==> config.mk <==
export PLATFORM = sky130hd
export DESIGN_NAME = irq_priority_ctrl
export DESIGN_NICKNAME = d
export VERILOG_FILES = /design/src/rtl/irq_priority_ctrl_pkg.sv /design/src/rtl/irq_priority_ctrl_prio_enc.sv /design/src/rtl/irq_priority_ctrl.sv
export SDC_FILE = /design/constraint.sdc
export NUM_CORES = 1
export LEC_CHECK = 0
export ABC_AREA = 1
export BUFFER_PORTS_ARGS = -buffer_cell sky130_fd_sc_hd__buf_2
export CAP_MARGIN = 20
export CELL_PAD_IN_SITES_DETAIL_PLACEMENT = 1
export CELL_PAD_IN_SITES_GLOBAL_PLACEMENT = 1
export CORE_UTILIZATION = 33
export CTS_BUF_LIST = sky130_fd_sc_hd__clkbuf_16
export CTS_CLUSTER_DIAMETER = 50
export DETAILED_ROUTE_END_ITERATION = 10
export PLACE_DENSITY_LB_ADDON = 0.05
export SETUP_SLACK_MARGIN = 0.05
export SYNTH_ARGS = -nofsm -noshare
export SYNTH_HDL_FRONTEND = slang
export SYNTH_SLANG_ARGS = --single-unit
==> constraint.sdc <==
create_clock -name clk_i -period 3.4 [get_ports clk_i]
set_clock_uncertainty 0.15 [all_clocks]
set_input_delay 0.34 -clock clk_i [delete_from_list [all_inputs] [get_ports clk_i]]
set_output_delay 0.34 -clock clk_i [all_outputs]
set_load 0.005 [all_outputs]
==> src/rtl/irq_priority_ctrl_pkg.sv <==
// Shared types and constants for the multi-line interrupt controller.
// Holds the handler state encoding and the mcause base for external interrupts.
package irq_pkg;

  typedef enum logic [1:0] {
    IDLE    = 2'd0,
    IRQ     = 2'd1,
    EXC     = 2'd2,
    IRQ_EXC = 2'd3
  } irq_state_t;

  localparam logic [31:0] IRQ_CAUSE_BASE = 32'h8000_0010;
  localparam int          IRQ_MAX        = 16;

  // Line id is at most 4 bits wide, so a 5-bit zero-extended add never carries out.
  function automatic logic [31:0] irq_cause(input logic [4:0] id);
    return IRQ_CAUSE_BASE + {27'd0, id};
  endfunction

endpackage

==> src/rtl/irq_priority_ctrl_prio_enc.sv <==
// Lowest-index-wins priority encoder; purely combinational, zero latency.
// Bit 0 has the highest priority; o_any flags a non-empty input vector.
module irq_prio_enc #(
  parameter int N = 16,
  parameter int W = (N > 1) ? $clog2(N) : 1
) (
  input  logic [N-1:0] i_vec,
  output logic [W-1:0] o_id,
  output logic         o_any
);

  always_comb begin
    o_id  = '0;
    o_any = |i_vec;
    // Scan downwards so the lowest set index is the last one written.
    for (int i = N - 1; i >= 0; i--) begin
      if (i_vec[i]) begin
        o_id = W'(i);
      end
    end
  end

endmodule

==> src/rtl/irq_priority_ctrl.sv <==
// Multi-line interrupt controller: pending capture, priority select, one-level nesting.
// Take fires the cycle after a request registers; stall_i freezes the handler state.
module irq_priority_ctrl
  import irq_pkg::*;
#(
  parameter int               N_IRQ     = 16,
  parameter logic [N_IRQ-1:0] EDGE_MASK = {N_IRQ{1'b1}}
) (
  input  logic             clk_i,
  input  logic             rst_i,
  input  logic             stall_i,
  input  logic [N_IRQ-1:0] irq_req_i,
  input  logic [N_IRQ-1:0] irq_mask_i,
  input  logic             mie_i,
  input  logic             exception_i,
  input  logic             mret_i,
  output logic             irq_o,
  output logic [31:0]      irq_cause_o,
  output logic [N_IRQ-1:0] irq_ret_o,
  output logic [N_IRQ-1:0] irq_pending_o
);

  localparam int ID_W = (N_IRQ > 1) ? $clog2(N_IRQ) : 1;

  irq_state_t       r_st;
  logic [N_IRQ-1:0] r_pend;
  logic [N_IRQ-1:0] r_req_q;
  logic [ID_W-1:0]  r_cur_id;

  logic [N_IRQ-1:0] w_cand;
  logic [N_IRQ-1:0] w_rise;
  logic [N_IRQ-1:0] w_take_clr;
  logic [N_IRQ-1:0] w_pend_nxt;
  logic [ID_W-1:0]  w_sel_id;
  logic [4:0]       w_cause_id;
  logic             w_any;
  logic             w_run;
  logic             w_take;

  assign w_run  = ~stall_i;
  assign w_cand = r_pend & irq_mask_i;

  irq_prio_enc #(
    .N (N_IRQ),
    .W (ID_W)
  ) u_prio_enc (
    .i_vec (w_cand),
    .o_id  (w_sel_id),
    .o_any (w_any)
  );

  assign w_take = (r_st == IDLE) & mie_i & w_any & ~exception_i & ~mret_i & w_run;
  assign w_rise = irq_req_i & ~r_req_q;

  // Only edge lines are consumed by a take; a rise in the same cycle re-arms the line.
  assign w_take_clr = w_take ? ((N_IRQ'(1) << w_sel_id) & EDGE_MASK) : '0;
  assign w_pend_nxt = (EDGE_MASK & ((r_pend & ~w_take_clr) | w_rise))
                    | (~EDGE_MASK & irq_req_i);

  always_ff @(posedge clk_i) begin
    if (rst_i) begin
      r_pend  <= '0;
      r_req_q <= '0;
    end else begin
      r_pend  <= w_pend_nxt;
      r_req_q <= irq_req_i;
    end
  end

  always_ff @(posedge clk_i) begin
    if (rst_i) begin
      r_st     <= IDLE;
      r_cur_id <= '0;
    end else if (w_run) begin
      case (r_st)
        IDLE: begin
          if (exception_i) begin
            r_st <= EXC;
          end else if (w_take) begin
            r_st     <= IRQ;
            r_cur_id <= w_sel_id;
          end
        end
        // mret wins over a coincident exception so the state matches the ack pulse.
        IRQ: begin
          if (mret_i) begin
            r_st <= IDLE;
          end else if (exception_i) begin
            r_st <= IRQ_EXC;
          end
        end
        EXC: begin
          if (mret_i) begin
            r_st <= IDLE;
          end
        end
        IRQ_EXC: begin
          if (mret_i) begin
            r_st <= IRQ;
          end
        end
        default: r_st <= IDLE;
      endcase
    end
  end

  assign w_cause_id    = 5'((r_st == IDLE) ? w_sel_id : r_cur_id);
  assign irq_o         = w_take;
  assign irq_cause_o   = irq_cause(w_cause_id);
  assign irq_ret_o     = ((r_st == IRQ) && mret_i && w_run) ? (N_IRQ'(1) << r_cur_id) : '0;
  assign irq_pending_o = r_pend;

endmodule

# After elaboration in Yosys (flattened, before gate mapping)
# Index checks and enable logic that the tools add are counted.
dict set report word_totals {
  regBits 38
  latchBits 0
  ram_bits 0
  romBits 0
  input_bits 38
  out_inout_bits 65
  elab_cells 60
  mem_count 0
}
dict set report classes {
  add_sub_neg 1
  n_mul 0
  n_div 0
  n_lt_le_gt_ge 0
  n_eq_ne 7
  n_shift 2
  mux 26
  bitwise 14
  reduce_logical 6
}
# cell n
set ops {}
lappend ops {{2-to-1 mux 4 bit} 17}
lappend ops {{bitwise AND 16 bit} 3}
lappend ops {{adder 32 x 4 -> 32 bit, first input constant} 1}
lappend ops {{2-to-1 mux 16 bit} 2}
lappend ops {{NOT 16 bit} 2}
lappend ops {{<< shifter 1 x 4 -> 16 bit, first input constant} 2}
lappend ops {{OR 16 bit} 1}
lappend ops {{OR reduction 16 bit} 1}
lappend ops {{2-to-1 mux 2 bit} 6}
lappend ops {{case mux 2 bit (4 select lines)} 1}
lappend ops {{inequality test 3 bit, second input constant} 2}
lappend ops {{bitwise AND 1 bit} 5}
lappend ops {{AND reduction 5 bit} 1}
lappend ops {{== test 2 bit, second input constant} 2}
lappend ops {{inequality test 2 bit, second input constant} 2}
lappend ops {{AND reduction 4 bit} 1}
lappend ops {{NOT 1 bit} 3}
lappend ops {{== test 2 x 1 -> 1 bit, second input constant} 1}
lappend ops {{logical AND 1 bit} 2}
lappend ops {{zero test 2 bit} 1}

# Depth between registers and ports, before layout
dict set report logic_depth {
  depth_word 22
  ltp_mapped 20
  ltp_nobuf 20
}

# Cells and area by module
# A second synthesis with hierarchy kept.
dict set report hier_totals {
  cells_unflattened 366
  area_unflattened_um2 2254.7
}
# mod n_inst cells_per_inst area_each_um2 seq_area_each_um2
set modules_own_cells {}
lappend modules_own_cells {irq_priority_ctrl 1 317 2045.7 760.7}
lappend modules_own_cells {irq_prio_enc 1 49 209.0 0.0}

# Worst setup path after synthesis
# OpenSTA, ideal clock, no wires.
dict set report synth_path {
  kind {register to output}
  start {register r_pend[15], in the netlist irq_pending_o[15]}
  end {output port irq_cause_o[0]}
  t_arrival_ps 1396
  required_time_ps 2910
  setup_slack_ps 1514
  stages_incl_launch_ff 19
  path_buffers 0
  cell_sequence {dfxtp_1 -> nand2_1 -> inv_1 -> nand2_1 -> nand2_1 -> nand2_1 -> nand2_1 -> nand2_1 -> nand2_1 -> nand2_1 -> nand2_1 -> nand2_1 -> nand2_1 -> nand2_1 -> nand2_1 -> nand2_1 -> nand2_1 -> nand2_2 -> o21ai_1}
}
dict set report synth_via {
  elab_chain_len 19
}
# element line
set synth_rtl {}
lappend synth_rtl {{from (decl)} irq_priority_ctrl.sv:26} ;# logic [N_IRQ-1:0] r_pend;
lappend synth_rtl {{from (signal assigned)} irq_priority_ctrl.sv:65} ;# r_pend <= w_pend_nxt;
lappend synth_rtl {{bitwise AND 16 bit} irq_priority_ctrl.sv:41} ;# assign w_cand = r_pend & irq_mask_i;
lappend synth_rtl {{2-to-1 mux 4 bit (16 in a row)} irq_priority_ctrl_prio_enc.sv:17} ;# if (i_vec[i]) begin
lappend synth_rtl {{2-to-1 mux 4 bit} irq_priority_ctrl.sv:107} ;# assign w_cause_id = 5'((r_st == IDLE) ? w_sel_id : r_cur_id);
lappend synth_rtl {{adder 32 x 4 -> 32 bit} irq_priority_ctrl_pkg.sv:17} ;# return IRQ_CAUSE_BASE + {27'd0, id};
lappend synth_rtl {{to (decl)} irq_priority_ctrl.sv:18} ;# output logic [31:0] irq_cause_o,
# No other way between the ends.

# Final worst setup path
# Ends and elaborated chain as after synthesis.

==> results list <==
- The run finished with clean final reports.
- Power dissipated by switching net loads: 336.3 uW
* Maximum clock rate: 399.4 MHz
* Detailed-route wire length per cell: 11.42 microns
* Critical path data required time: 2.91 ns
- Final HPWL from detailed placement: 4.458 mm
- In this run, CTS created clock tree buffers numbering 5.
- In this run the static leakage power is 1.495 nW.
- Final worst-path setup slack: 0.8964 ns
- Met1 Track Usage GR: 0.2093
* Clock network power share: 0.404
- In the global route stage, met2 resource usage came out at 0.3099.
- During synthesis, Yosys emitted a total of 0 warnings.
- In the routed design, unresolved DRC markers number 0.
* Post-Place Worst Slack: 1.127 ns
- Global-route wire length before repair: 9.011 mm
- For this run, the total global-route usage over all layers was measured as 0.1760.
- Final Hold Slack: 0.1298 ns
- Share of layout cells above drive strength 1: 0.2263
- Maximum vdd drop: 0.2346 mV
- Top cell type's share of synthesized area: 0.3553
- Antenna Nets Post-Route: 0
* Number of max-slew violations in the final report: 0
- Pwr dens: 470.0 nW/um^2
- Via count of the first global-routing pass: 1973
- Worst min-delay path category: primary input to flip-flop
- Dividing the synthesized area by the synthesized cell count gives 6.371 sq um.
* IO Port Bufs: 74
- Sequential fraction of the synthesis area: 0.3553
- The net count of the finished layout is 449.
* Post-synthesis cell count: 336
- From left edge to right edge, the die measures 82.55 microns.
- Clock tree from TritonCTS: done
- The repair_antennas step left the layout with diodes totalling 0.
- Number of H-tree levels: 2
* Number of max-cap violations: 0
* Number of placed instances with taps included: 479
- The largest individual stage delay along the critical path comes from the cell sky130_fd_sc_hd__dfxtp_1.
- Of the total power, the share spent switching nets is 0.2714.
* Area of the die: 6814 sq um
- Crit path top cell by count: sky130_fd_sc_hd__nand2_1
- In the routed layout, each cell is associated on average with a via count of 4.403.
- Global Route met3 Usage: 0.04176
* Number of top-level pins: 103
* Synth area leaders: sky130_fd_sc_hd__dfxtp_1 36%, sky130_fd_sc_hd__nand2_1 17%, sky130_fd_sc_hd__buf_4 9.8%
* Distinct cell type count of the synthesized netlist: 26
* Maximum buffer depth of the clock tree: 2
* Clock slew at the register clock pins of the worst setup and hold paths: 0.05 ns
- After layout, the minimum clock period comes to 2.504 ns.
- The total count of hold-check failures in the final report came to 0.
- By startpoint and endpoint, the worst setup path is classified as flip-flop to primary output.
* # hold bufs at CTS: 0
- Sum of routed wire length over all layers: 5.552 mm
- Number of flip-flops and latches in the synthesized netlist: 38
- Remaining global-route overflow: 0
- STA classifies the critical path startpoint as a flip-flop.
- Of the total power, combinational logic draws 0.193.
- In this run the tightest slew margin relative to its limit is 0.6438.
* Sequential group share of total power: 0.403
- At the pin with the least slew margin, the transition time is 0.5343 ns.
- For this run, the slowest stage of the critical path takes 0.35 ns.
- Std cell rows: 28
- Global routing's busiest layer: met2
* Data arrival, critical path: 2.01 ns
- Fill cell count: 859
* Cell type with the largest total area after synthesis: sky130_fd_sc_hd__dfxtp_1
- Internal portion of total power: 902.8 uW
- Maximum fanout count along the critical path: 10
- Summing over every cut layer, the via total after detailed routing is 2140.
* Critical-path cell list: nand2_1 -> inv_1 -> nand2_1 -> nand2_1 -> nand2_1 -> nand2_1 -> nand2_1 -> nand2_1 -> nand2_1 -> nand2_1 -> nand2_1 -> nand2_1 -> nand2_1 -> nand2_1 -> nand2_1 -> nand2_1 -> nand2_2 -> o21ai_1 -> buf_2
* Drt initial violations: 56
* Area added between synthesis and finish: 23.14%
* Aggregate negative setup slack: 0 ns
- Clock net sink count: 38
- Final cell count without fillers: 486
- Cell area after synthesis: 2141 sq um
* Skew-Pair Late Insertion Delay: 0.28 ns
* Maximum number of pins on one net before global-route repair: 28
- Final weighted congestion of routability-driven global placement: 0.7875
- In this run the vertical extent of the chip is 82.55 microns.
- Final setup violating endpoints: 0
- Dividing the final minimum period by the clock period gives 0.7364.
* RSZ-0062 raised after global routing: false
- The first TritonRoute pass finished after 4 iterations.
- Sort of element at the end of the critical path: primary output
- Gates resized, CTS repair: 0
* Initial core utilization: 0.3512
- Setup repair bufs after CTS: 0
- Number of antenna violations at the first check in global routing: 0
- After floorplanning, the core was sized to cover 6096 sq um.
* Post-layout power: 1.239 mW
- The cell sitting at the root of the clock tree is a sky130_fd_sc_hd__clkbuf_16.
## flip-flops by register name, indices dropped and copies added (netlist names)
signal         flops
irq_pending_o     16
r_req_q           16
r_cur_id           4
r_st               2
## cell usage after synthesis
cell and number:
sky130_fd_sc_hd__o22ai_1 1, sky130_fd_sc_hd__conb_1 2, sky130_fd_sc_hd__o21ai_1 5, sky130_fd_sc_hd__inv_1 54
sky130_fd_sc_hd__o41ai_1 1, sky130_fd_sc_hd__a31oi_1 1, sky130_fd_sc_hd__nor2_4 2, sky130_fd_sc_hd__nand3_1 10
sky130_fd_sc_hd__clkinv_2 1, sky130_fd_sc_hd__buf_1 1, sky130_fd_sc_hd__inv_2 3, sky130_fd_sc_hd__nand4_1 12
sky130_fd_sc_hd__a211oi_2 1, sky130_fd_sc_hd__nor2_1 49, sky130_fd_sc_hd__o21bai_1 9, sky130_fd_sc_hd__a21oi_1 5
sky130_fd_sc_hd__o21ai_0 3, sky130_fd_sc_hd__nand2_1 98, sky130_fd_sc_hd__nor3_1 3, sky130_fd_sc_hd__dfxtp_1 38
sky130_fd_sc_hd__a21oi_2 1, sky130_fd_sc_hd__nand2_2 3, sky130_fd_sc_hd__buf_4 28, sky130_fd_sc_hd__clkbuf_1 3
sky130_fd_sc_hd__or4_4 1, sky130_fd_sc_hd__o21ai_2 1
## layer usage
metal  share of wire  wire [microns]  vias up
met5               0               0        -
met4           0.012              66        0
met3           0.061             336        7
met2            0.48            2656       68
met1            0.45            2492      949
li1                -               -     1116
## through the flow
step	utilization	cell area (sq um)
3_3_place_gp	0.4064	2477
6_report	0.4325	2636
3_5_place_dp	0.4064	2477
4_1_cts	0.4325	2636
5_1_grt	0.4325	2636
2_1_floorplan	-	2238
## worst max-delay path: cells and delay by family, from the launching register on
family                 cells  cell delay, ns
flip-flops                 1            0.35
AND/OR/NAND/NOR           16            1.04
buffers and inverters      2            0.20
AO/OA/AOI/OAI              1            0.14
## power groups by stage
| stage | Clock (mW) | Sequential, mW | Combinational (mW) |
|---|---|---|---|
| floorplan | 0 | 0.507 | 0.172 |
| global placement | 0 | 0.509 | 0.233 |
| detailed placement | 0 | 0.509 | 0.239 |
| CTS | 0.513 | 0.500 | 0.241 |
| global route | 0.537 | 0.504 | 0.275 |
| finish | 0.500 | 0.500 | 0.239 |
## cell usage in the layout (no fill, tap or decap)
cell                        netlist  layout
sky130_fd_sc_hd__o41ai_1          1       1
sky130_fd_sc_hd__or4_4            1       1
sky130_fd_sc_hd__nand3_1         10      10
sky130_fd_sc_hd__clkinv_1         0       1
sky130_fd_sc_hd__a21oi_2          1       1
sky130_fd_sc_hd__buf_2            0      74
sky130_fd_sc_hd__a31oi_1          1       1
sky130_fd_sc_hd__clkinv_2         1       1
sky130_fd_sc_hd__nand2_1         98      98
sky130_fd_sc_hd__clkbuf_16        0       5
sky130_fd_sc_hd__nor2_4           2       2
sky130_fd_sc_hd__o21ai_0          3       3
sky130_fd_sc_hd__o21ai_2          1       1
sky130_fd_sc_hd__o22ai_1          1       1
sky130_fd_sc_hd__o21ai_1          5       5
sky130_fd_sc_hd__inv_2            3       3
sky130_fd_sc_hd__nor2_1          49      49
sky130_fd_sc_hd__a21oi_1          5       5
sky130_fd_sc_hd__nand4_1         12      12
sky130_fd_sc_hd__dfxtp_1         38      38
sky130_fd_sc_hd__bufinv_16        0       1
sky130_fd_sc_hd__a211oi_2         1       1
sky130_fd_sc_hd__nand2_2          3       3
sky130_fd_sc_hd__conb_1           2      28
sky130_fd_sc_hd__inv_1           54      54
sky130_fd_sc_hd__o21bai_1         9       9
sky130_fd_sc_hd__nor3_1           3       3
## cell families after synthesis
logic type             Yosys count  share of synthesized area
AND/OR/NAND/NOR                178                     0.3477
buffers and inverters           90                     0.2075
flip-flops                      38                     0.3553
AO/OA/AOI/OAI                   28                    0.08591
other                            2                   0.003508
## worst paths after layout
check | to | from | slack, ns | cells after the start
setup / recovery | irq_cause_o[0] | irq_pending_o[15] | 0.90 | 19
hold / removal | r_req_q[4] | irq_req_i[4] | 0.13 | 3
hold reg to reg | irq_pending_o[15] | r_req_q[15] | 0.30 | 3
setup reg to reg | irq_pending_o[7] | irq_pending_o[14] | 1.25 | 11
## area by class of cell
type                       instances  area, sq um  area share
multi-input combinational        234         1033      0.3920
sequential                        38        760.7      0.2886
timing repair buffer              74        370.4      0.1405
clock inverter                     2        33.78     0.01281
clock buffer                       5        125.1     0.04746
tap                               75        93.84     0.03560
inverter                          58        219.0     0.08306
(Power assumes the default switching activity.)
